**config.mk**
```make
export PLATFORM = sky130hd
export DESIGN_NAME = fft4_twiddle_mul
export DESIGN_NICKNAME = d
export VERILOG_FILES = /design/src/rtl/fft4_twiddle_mul.sv
export SDC_FILE = /design/constraint.sdc
export NUM_CORES = 2
export LEC_CHECK = 0
export CORE_AREA = 5 5 394 396
export CTS_CLUSTER_DIAMETER = 120
export DETAILED_ROUTE_END_ITERATION = 10
export DIE_AREA = 0 0 399 401
export PLACE_DENSITY = 0.52
export SKIP_CTS_REPAIR_TIMING = 1
export SYNTH_ARGS = -nofsm -noshare
export SYNTH_HDL_FRONTEND = slang
export SYNTH_SLANG_ARGS = --single-unit
```
**constraint.sdc**
```tcl
create_clock -name clk -period 7.9 [get_ports clk]
set_clock_uncertainty 0.05 [all_clocks]
set_input_delay 1.58 -clock clk [delete_from_list [all_inputs] [get_ports clk]]
set_output_delay 1.58 -clock clk [all_outputs]
set_load 0.1 [all_outputs]
```
**src/rtl/fft4_twiddle_mul.sv**
```systemverilog
`default_nettype none
`timescale 1ns/1ps
// ============================================================================
// Module      : fft4_twiddle_mul
// Description : Twiddle-multiply stage for a 4-point FFT datapath. Generates
//               the twiddle table address, aligns the table output with the
//               sample, then does a pipelined complex multiply followed by
//               round-half-up and saturation back to WIDTH bits.
// Revision    : 1.0 - initial release
// ============================================================================
module fft4_twiddle_mul #(
  parameter int WIDTH  = 18,
  parameter int FRAC   = 10,
  parameter int TW_LAT = 1
) (
  input  logic                    clk,
  input  logic                    rst_n,
  input  logic                    di_en,
  input  logic                    di_sof,
  input  logic signed [WIDTH-1:0] di_re,
  input  logic signed [WIDTH-1:0] di_im,
  output logic [1:0]              tw_addr,
  input  logic signed [WIDTH-1:0] tw_re,
  input  logic signed [WIDTH-1:0] tw_im,
  output logic                    do_en,
  output logic signed [WIDTH-1:0] do_re,
  output logic signed [WIDTH-1:0] do_im,
  output logic                    ovf,
  input  logic                    ovf_clr
);

  localparam int PW = 2 * WIDTH;      // product width
  localparam int SW = 2 * WIDTH + 1;  // sum width

  localparam logic signed [SW-1:0] RND  = SW'(2 ** (FRAC - 1));
  localparam logic signed [SW-1:0] MAXV = SW'((2 ** (WIDTH - 1)) - 1);
  localparam logic signed [SW-1:0] MINV = -MAXV - SW'(1);

  // --------------------------------------------------------------------------
  // Twiddle index counter
  // --------------------------------------------------------------------------
  logic [1:0] cnt_q, cnt_d;

  // Next index: a start-of-frame sample takes index 0, so the follower is 1.
  always_comb begin
    cnt_d = cnt_q;
    if (di_en) begin
      cnt_d = di_sof ? 2'd1 : cnt_q + 2'd1;
    end
  end

  // Index counter register.
  always_ff @(posedge clk or negedge rst_n) begin
    if (!rst_n) cnt_q <= 2'd0;
    else        cnt_q <= cnt_d;
  end

  assign tw_addr = di_sof ? 2'd0 : cnt_q;

  // --------------------------------------------------------------------------
  // Stage A: delay the sample to meet the table output
  // --------------------------------------------------------------------------
  logic                    al_en;
  logic signed [WIDTH-1:0] al_re;
  logic signed [WIDTH-1:0] al_im;

  generate
    if (TW_LAT == 1) begin : g_lat1
      logic                    a_en_q;
      logic signed [WIDTH-1:0] a_re_q;
      logic signed [WIDTH-1:0] a_im_q;

      // One-cycle alignment register matching the table's output register.
      always_ff @(posedge clk or negedge rst_n) begin
        if (!rst_n) begin
          a_en_q <= 1'b0;
          a_re_q <= '0;
          a_im_q <= '0;
        end else begin
          a_en_q <= di_en;
          a_re_q <= di_re;
          a_im_q <= di_im;
        end
      end

      assign al_en = a_en_q;
      assign al_re = a_re_q;
      assign al_im = a_im_q;
    end else begin : g_lat0
      assign al_en = di_en;
      assign al_re = di_re;
      assign al_im = di_im;
    end
  endgenerate

  // --------------------------------------------------------------------------
  // Stage M: four partial products
  // --------------------------------------------------------------------------
  logic signed [PW-1:0] a_x, b_x, c_x, d_x;
  assign a_x = $signed({{WIDTH{al_re[WIDTH-1]}}, al_re});
  assign b_x = $signed({{WIDTH{al_im[WIDTH-1]}}, al_im});
  assign c_x = $signed({{WIDTH{tw_re[WIDTH-1]}}, tw_re});
  assign d_x = $signed({{WIDTH{tw_im[WIDTH-1]}}, tw_im});

  logic                 m_en_q;
  logic signed [PW-1:0] ac_q, bd_q, ad_q, bc_q;

  // Register the products; the full 2*WIDTH result is exact.
  always_ff @(posedge clk or negedge rst_n) begin
    if (!rst_n) begin
      m_en_q <= 1'b0;
      ac_q   <= '0;
      bd_q   <= '0;
      ad_q   <= '0;
      bc_q   <= '0;
    end else begin
      m_en_q <= al_en;
      ac_q   <= a_x * c_x;
      bd_q   <= b_x * d_x;
      ad_q   <= a_x * d_x;
      bc_q   <= b_x * c_x;
    end
  end

  // --------------------------------------------------------------------------
  // Stage S: real and imaginary sums, one guard bit
  // --------------------------------------------------------------------------
  logic                 s_en_q;
  logic signed [SW-1:0] re_sum_q, im_sum_q;

  // Register re = ac - bd and im = ad + bc.
  always_ff @(posedge clk or negedge rst_n) begin
    if (!rst_n) begin
      s_en_q   <= 1'b0;
      re_sum_q <= '0;
      im_sum_q <= '0;
    end else begin
      s_en_q   <= m_en_q;
      re_sum_q <= $signed({ac_q[PW-1], ac_q}) - $signed({bd_q[PW-1], bd_q});
      im_sum_q <= $signed({ad_q[PW-1], ad_q}) + $signed({bc_q[PW-1], bc_q});
    end
  end

  // --------------------------------------------------------------------------
  // Stage R: round half up, saturate, register outputs
  // --------------------------------------------------------------------------
  // Returns {saturated, value}.
  function automatic logic [WIDTH:0] round_sat(input logic signed [SW-1:0] s);
    logic signed [SW-1:0] t;
    t = (s + RND) >>> FRAC;
    if (t > MAXV)      round_sat = {1'b1, MAXV[WIDTH-1:0]};
    else if (t < MINV) round_sat = {1'b1, MINV[WIDTH-1:0]};
    else               round_sat = {1'b0, t[WIDTH-1:0]};
  endfunction

  logic [WIDTH:0] r_re, r_im;
  assign r_re = round_sat(re_sum_q);
  assign r_im = round_sat(im_sum_q);

  logic                    do_en_q;
  logic signed [WIDTH-1:0] do_re_q, do_im_q;
  logic                    ovf_q;

  // Output register; data holds while no valid sample arrives.
  always_ff @(posedge clk or negedge rst_n) begin
    if (!rst_n) begin
      do_en_q <= 1'b0;
      do_re_q <= '0;
      do_im_q <= '0;
    end else begin
      do_en_q <= s_en_q;
      if (s_en_q) begin
        do_re_q <= r_re[WIDTH-1:0];
        do_im_q <= r_im[WIDTH-1:0];
      end
    end
  end

  // Sticky overflow; a new saturation wins over a simultaneous clear.
  always_ff @(posedge clk or negedge rst_n) begin
    if (!rst_n)                               ovf_q <= 1'b0;
    else if (s_en_q && (r_re[WIDTH] || r_im[WIDTH])) ovf_q <= 1'b1;
    else if (ovf_clr)                         ovf_q <= 1'b0;
  end

  assign do_en = do_en_q;
  assign do_re = do_re_q;
  assign do_im = do_im_q;
  assign ovf   = ovf_q;

endmodule
`default_nettype wire

```
# Yosys cells after proc, flatten, opt, wreduce, memory -nomap -nowiden
# Index checks and enable logic that the tools add are counted.
totals:
  ff_bits: 297
  output_inout_bits: 40
  elab_cells: 40
op_classes:
  n_addsub: 5
  multipliers: 4
  order_cmp: 4
  n_mux: 8
  reduce_logical: 3
ops:
  columns: ["op", "count"]
  rows:
  - ["multiplier 18 x 18 -> 36 bit", 4]
  - ["two-way mux 19 bit", 4]
  - ["adder 37 x 11 -> 37 bit, second input constant", 2]
  - ["> comparator 27 x 18 -> 1 bit, second input constant", 2]
  - ["less-than comparator 27 x 18 -> 1 bit, second input constant", 2]
  - ["adder 36 x 36 -> 37 bit", 1]
  - ["subtractor 36 x 36 -> 37 bit", 1]
  - ["two-way mux 2 bit", 2]
  - ["adder 2 x 1 -> 2 bit, second input constant", 1]
  - ["two-way mux 1 bit", 2]
  - ["nonzero test 2 bit", 1]
  - ["logical AND 1 bit", 1]
  - ["logical OR 1 bit", 1]

# Longest topological paths before layout
logic_depth:
  ltp_word: 7
  mapped_depth: 28
  depth_no_buf: 25

# Worst setup path after synthesis
# Ideal clock, no wire load.
synth_timing:
  path_type: "input -> register"
  from: "in tw_re[9]"
  to: "reg ac_q[35]"
  setup_time_ns: 0.125
  arrival_time_ns: 7.477
  required_time_ns: 7.725
  setup_slack_ns: 0.248
  stages: 25
  n_path_buf: 2
  cell_sequence: "clkbuf_1 -> clkbuf_1 -> nand2_1 -> fa_1 -> inv_1 -> fa_1 -> inv_1 -> fa_1 -> inv_1 -> fa_1 -> fa_1 -> inv_1 -> fa_1 -> inv_1 -> ha_1 -> and4_1 -> nand2_1 -> or4_1 -> a211oi_1 -> nor3_1 -> o31ai_1 -> or4_1 -> a31o_2 -> a21oi_1 -> xnor2_1"
synth_via:
  elab_chain_len: 1
synth_lines:
  columns: ["item", "line", "text"]
  rows:
  - ["from (decl)", "23", "input logic signed [WIDTH-1:0] tw_re,"]
  - ["multiplier 18 x 18 -> 36 bit", "118", "ac_q <= a_x * c_x;"]
  - ["to (signal assigned)", "118", null]
  - ["to (decl)", "106", "logic signed [PW-1:0] ac_q, bd_q, ad_q, bc_q;"]
# No other way between the ends.
# A chain may end at the register's enable or synchronous reset.

# Final worst setup path
# Same ends and word-level chain as after synthesis.

==> flow_metrics.py <==
metrics = {
    "floorplan": {
        "core.rowCount": 143,
        "dieArea_um2": 160000,
        "die_h_um": 401,
        "core_area_um2": 151000,
        "die_w_um": 399,
        "io_pins": 117,
        "initial_core_util_pct": 39.7,
    },
    "job": {
        "drv_cap": 0,
    },
    "setup_path": {
        "cpMostUsedCell": "fa_1",
        "cp_max_fo": 24,
        "crit_chain": "clkdlybuf4s50_1 > buf_12 > buf_12 > nand2_1 > fa_1 > inv_1 > fa_1 > fa_1 > fa_1 > fa_1 > inv_1 > fa_1 > inv_1 > ha_1 > and4_1 > nand2_1 > or4_4 > a211oi_4 > nor3_2 > o31ai_2 > or4_4 > a31o_2 > a21oi_1 > xnor2_1",
        "crit_type": "in2reg",
        "crit_arrival_ps": 8160,
        "r2r_slack_ps": 740,
        "cp-end-kind": "flip-flop",
        "crit_path_top_delay_cell": "fa_1",
        "slowest_delay_ps": 570,
        "startpoint_type": "input port",
        "required_ps": 8340,
    },
    "cells_and_area": {
        "postLayoutCoreUtil_pct": 45.7,
        "final_area_um2": 69100,
        "drive_above_1_share_pct": 10.5,
        "num-nets-final": 8619,
        "layout.cells.non_filler": 8843,
        "synthToLayoutAreaGrowth_pct": 15.2,
        "fill_cells": 14775,
    },
    "global_route": {
        "grt_overflow_total": 0,
        "antenna_found_initial": 2,
        "grt_pass1_wl_mm": 259,
        "grt_max_degree": 133,
        "track_usage_pct": 20.7,
        "grt_pass1_vias": 45725,
    },
    "timing": {
        "period_needed_ps": 7710,
        "relSlewSlack_pct": 16.3,
        "fin_crit_sh_pct": 97.6,
        "fmax_mhz": 130,
        "hold_slack_ps": 298,
        "rsz0062_at_grt": "yes",
        "setup_violations": 0,
        "tightest_slew_ps": 1260,
        "slew_violations": 0,
        "hold_violations": 0,
    },
    "route": {
        "vias": 42610,
        "antenna_left": 0,
        "drc_errors": 0,
        "vias_per_cell": 4.82,
        "wl_per_cell_um": 17.8,
        "drt_iter0_markers": 2303,
        "drtPass1Iterations": 5,
        "drt-total-wl_mm": 157,
    },
    "cts": {
        "clk_pin_slew_worst_paths_ps": 60,
        "clkLatencyLatePin_ps": 620,
        "clockBufferDepth": 3,
        "cts_htree_levels": 2,
        "numCtsBuffers": 39,
        "clockRootBuffer": "clkbuf_16",
        "cts_tree": "done",
        "clock-sinks": 279,
    },
    "synthesis": {
        "synth_edf_count": 0,
        "avgSynthCellArea_um2": 9.48,
        "synthDistinctLibCells": 82,
        "seq_area_frac_synth_pct": 11.6,
        "yosysMostFrequentCell": "inv_1",
        "synth_top_cell_area_share_pct": 43.9,
        "synth-async-reset-ratio_pct": 100,
        "ys_top_cells_by_area": "fa_1 44%, dfrtp_1 12%, inv_1 9.7%",
        "synth-seq-cells": 279,
        "synthesis.yosys.warnings": 0,
        "synthCells": 6329,
        "synth_nets": 8166,
        "syn_area_um2": 60000,
        "synth_top_cell_by_area": "fa_1",
        "synth_commonest_cells": "1,545 x inv_1, 1,316 x fa_1, 658 x nand2_1",
        "ys.flop_type": "dfrtp_1",
    },
    "placement": {
        "placed_cell_area_um2": 67600,
        "place_hpwl_mm": 133,
        "port_buffers": 116,
        "place_inst": 8768,
        "place_congestion": 0.850,
    },
    "min_path": {
        "min_path_type": "reg2reg",
    },
    "run_status": {
        "status": "completed",
    },
}
==> path summary, 6_finish.rpt <==
kind / from / to / depth (start not counted)
min in group asynchronous: rst_n / do_re[17] / 1
max in group asynchronous: rst_n / al_im[6] / 2
min: al_en / m_en_q / 0
max reg2reg: al_re[15] / ad_q[35] / 24
max: tw_re[9] / ac_q[35] / 24
min reg2reg: al_en / m_en_q / 0
==> cells in the final DEF (no fill, tap or decap), types with 7 or more instances in the layout <==
cell type and instances:
inv_1 1543, fa_1 1315, nand2_1 657, and2_1 656, buf_4 521, ha_1 443
dfrtp_1 268, nor2_1 179, xnor2_1 167, a21oi_1 131, clkdlybuf4s50_1 113, a21o_1 84
xor2_1 67, o21ai_0 66, buf_12 57, o21a_1 54, nand3_1 47, clkbuf_16 39
nand2b_1 31, nor2b_1 27, o211ai_1 26, o21bai_1 25, nor3_1 21, nand4_1 20
and3_1 19, a31oi_1 15, a211oi_1 12, o211ai_2 11, dfrtp_2 11, and4_1 10
or3_1 9, nor4_1 8, clkinv_2 7
==> area by class of cell <==
| type | count | area, µm² | share of cell area, % |
|---|---|---|---|
| Clock buffer | 46 | 1020 | 1.48 |
| Antenna cell | 1 | 2.50 | 0.00362 |
| Inverter | 1545 | 5800 | 8.39 |
| Timing Repair Buffer | 694 | 6220 | 9.00 |
| Sequential cell | 279 | 7000 | 10.1 |
| Clock inverter | 25 | 328 | 0.474 |
| Multi-Input combinational cell | 4223 | 46200 | 66.9 |
| Tap cell | 2030 | 2540 | 3.68 |
==> flip-flops by register name, summed over array words and instances, names as in the netlist <==
| signal | cells |
|---|---|
| bd_q | 36 |
| do_en | 1 |
| al_en | 1 |
| al_im | 18 |
| ad_q | 36 |
| do_im | 18 |
| im_sum_q | 28 |
| ac_q | 36 |
| s_en_q | 1 |
| bc_q | 36 |
| al_re | 18 |
| cnt_q | 2 |
| re_sum_q | 28 |
| do_re | 18 |
| ovf | 1 |
| m_en_q | 1 |
==> critical path, delay by kind of cell <==
kind	cells	cell delay, ps
compound gates	4	770
fa+ha+maj	7	3360
xor+xnor	1	140
buf+inv	6	1000
simple gates	6	1280
==> through the flow <==
stage	setup slack (ps)	TNS, ps
floorplan	248	0
CTS	-48.5	-48.5
finish	188	0
global placement	-615	-8880
detailed placement	-673	-11170
global route	-61.2	-61.2
==> cells by family (layout without fill, tap and decap cells) <==
group                      after synthesis  after routing  share of synthesized area (%)
DFF                                    279            279                           11.6
and+or+nand+nor                       1710           1710                           14.3
adders and majority gates             1760           1760                           53.2
AOI/OAI and AO/OA                      513            513                           5.84
xor gates and xnor gates               235            235                           3.43
buffers and inverters                 1827           2310                           11.5
muxes                                    5              5                         0.0897
other                                    0              1                              0
==> metal layers <==
layer | part of all wire (%) | track usage (%)
met1 | 46 | 30.3
met3 | 4.7 | 2.24
met5 | 0 | 0
met4 | 3.5 | 5.93
met2 | 46 | 32.7
Power is not shown: default switching activity piles up to over one toggle a cycle in this logic, so the estimate is an artifact.
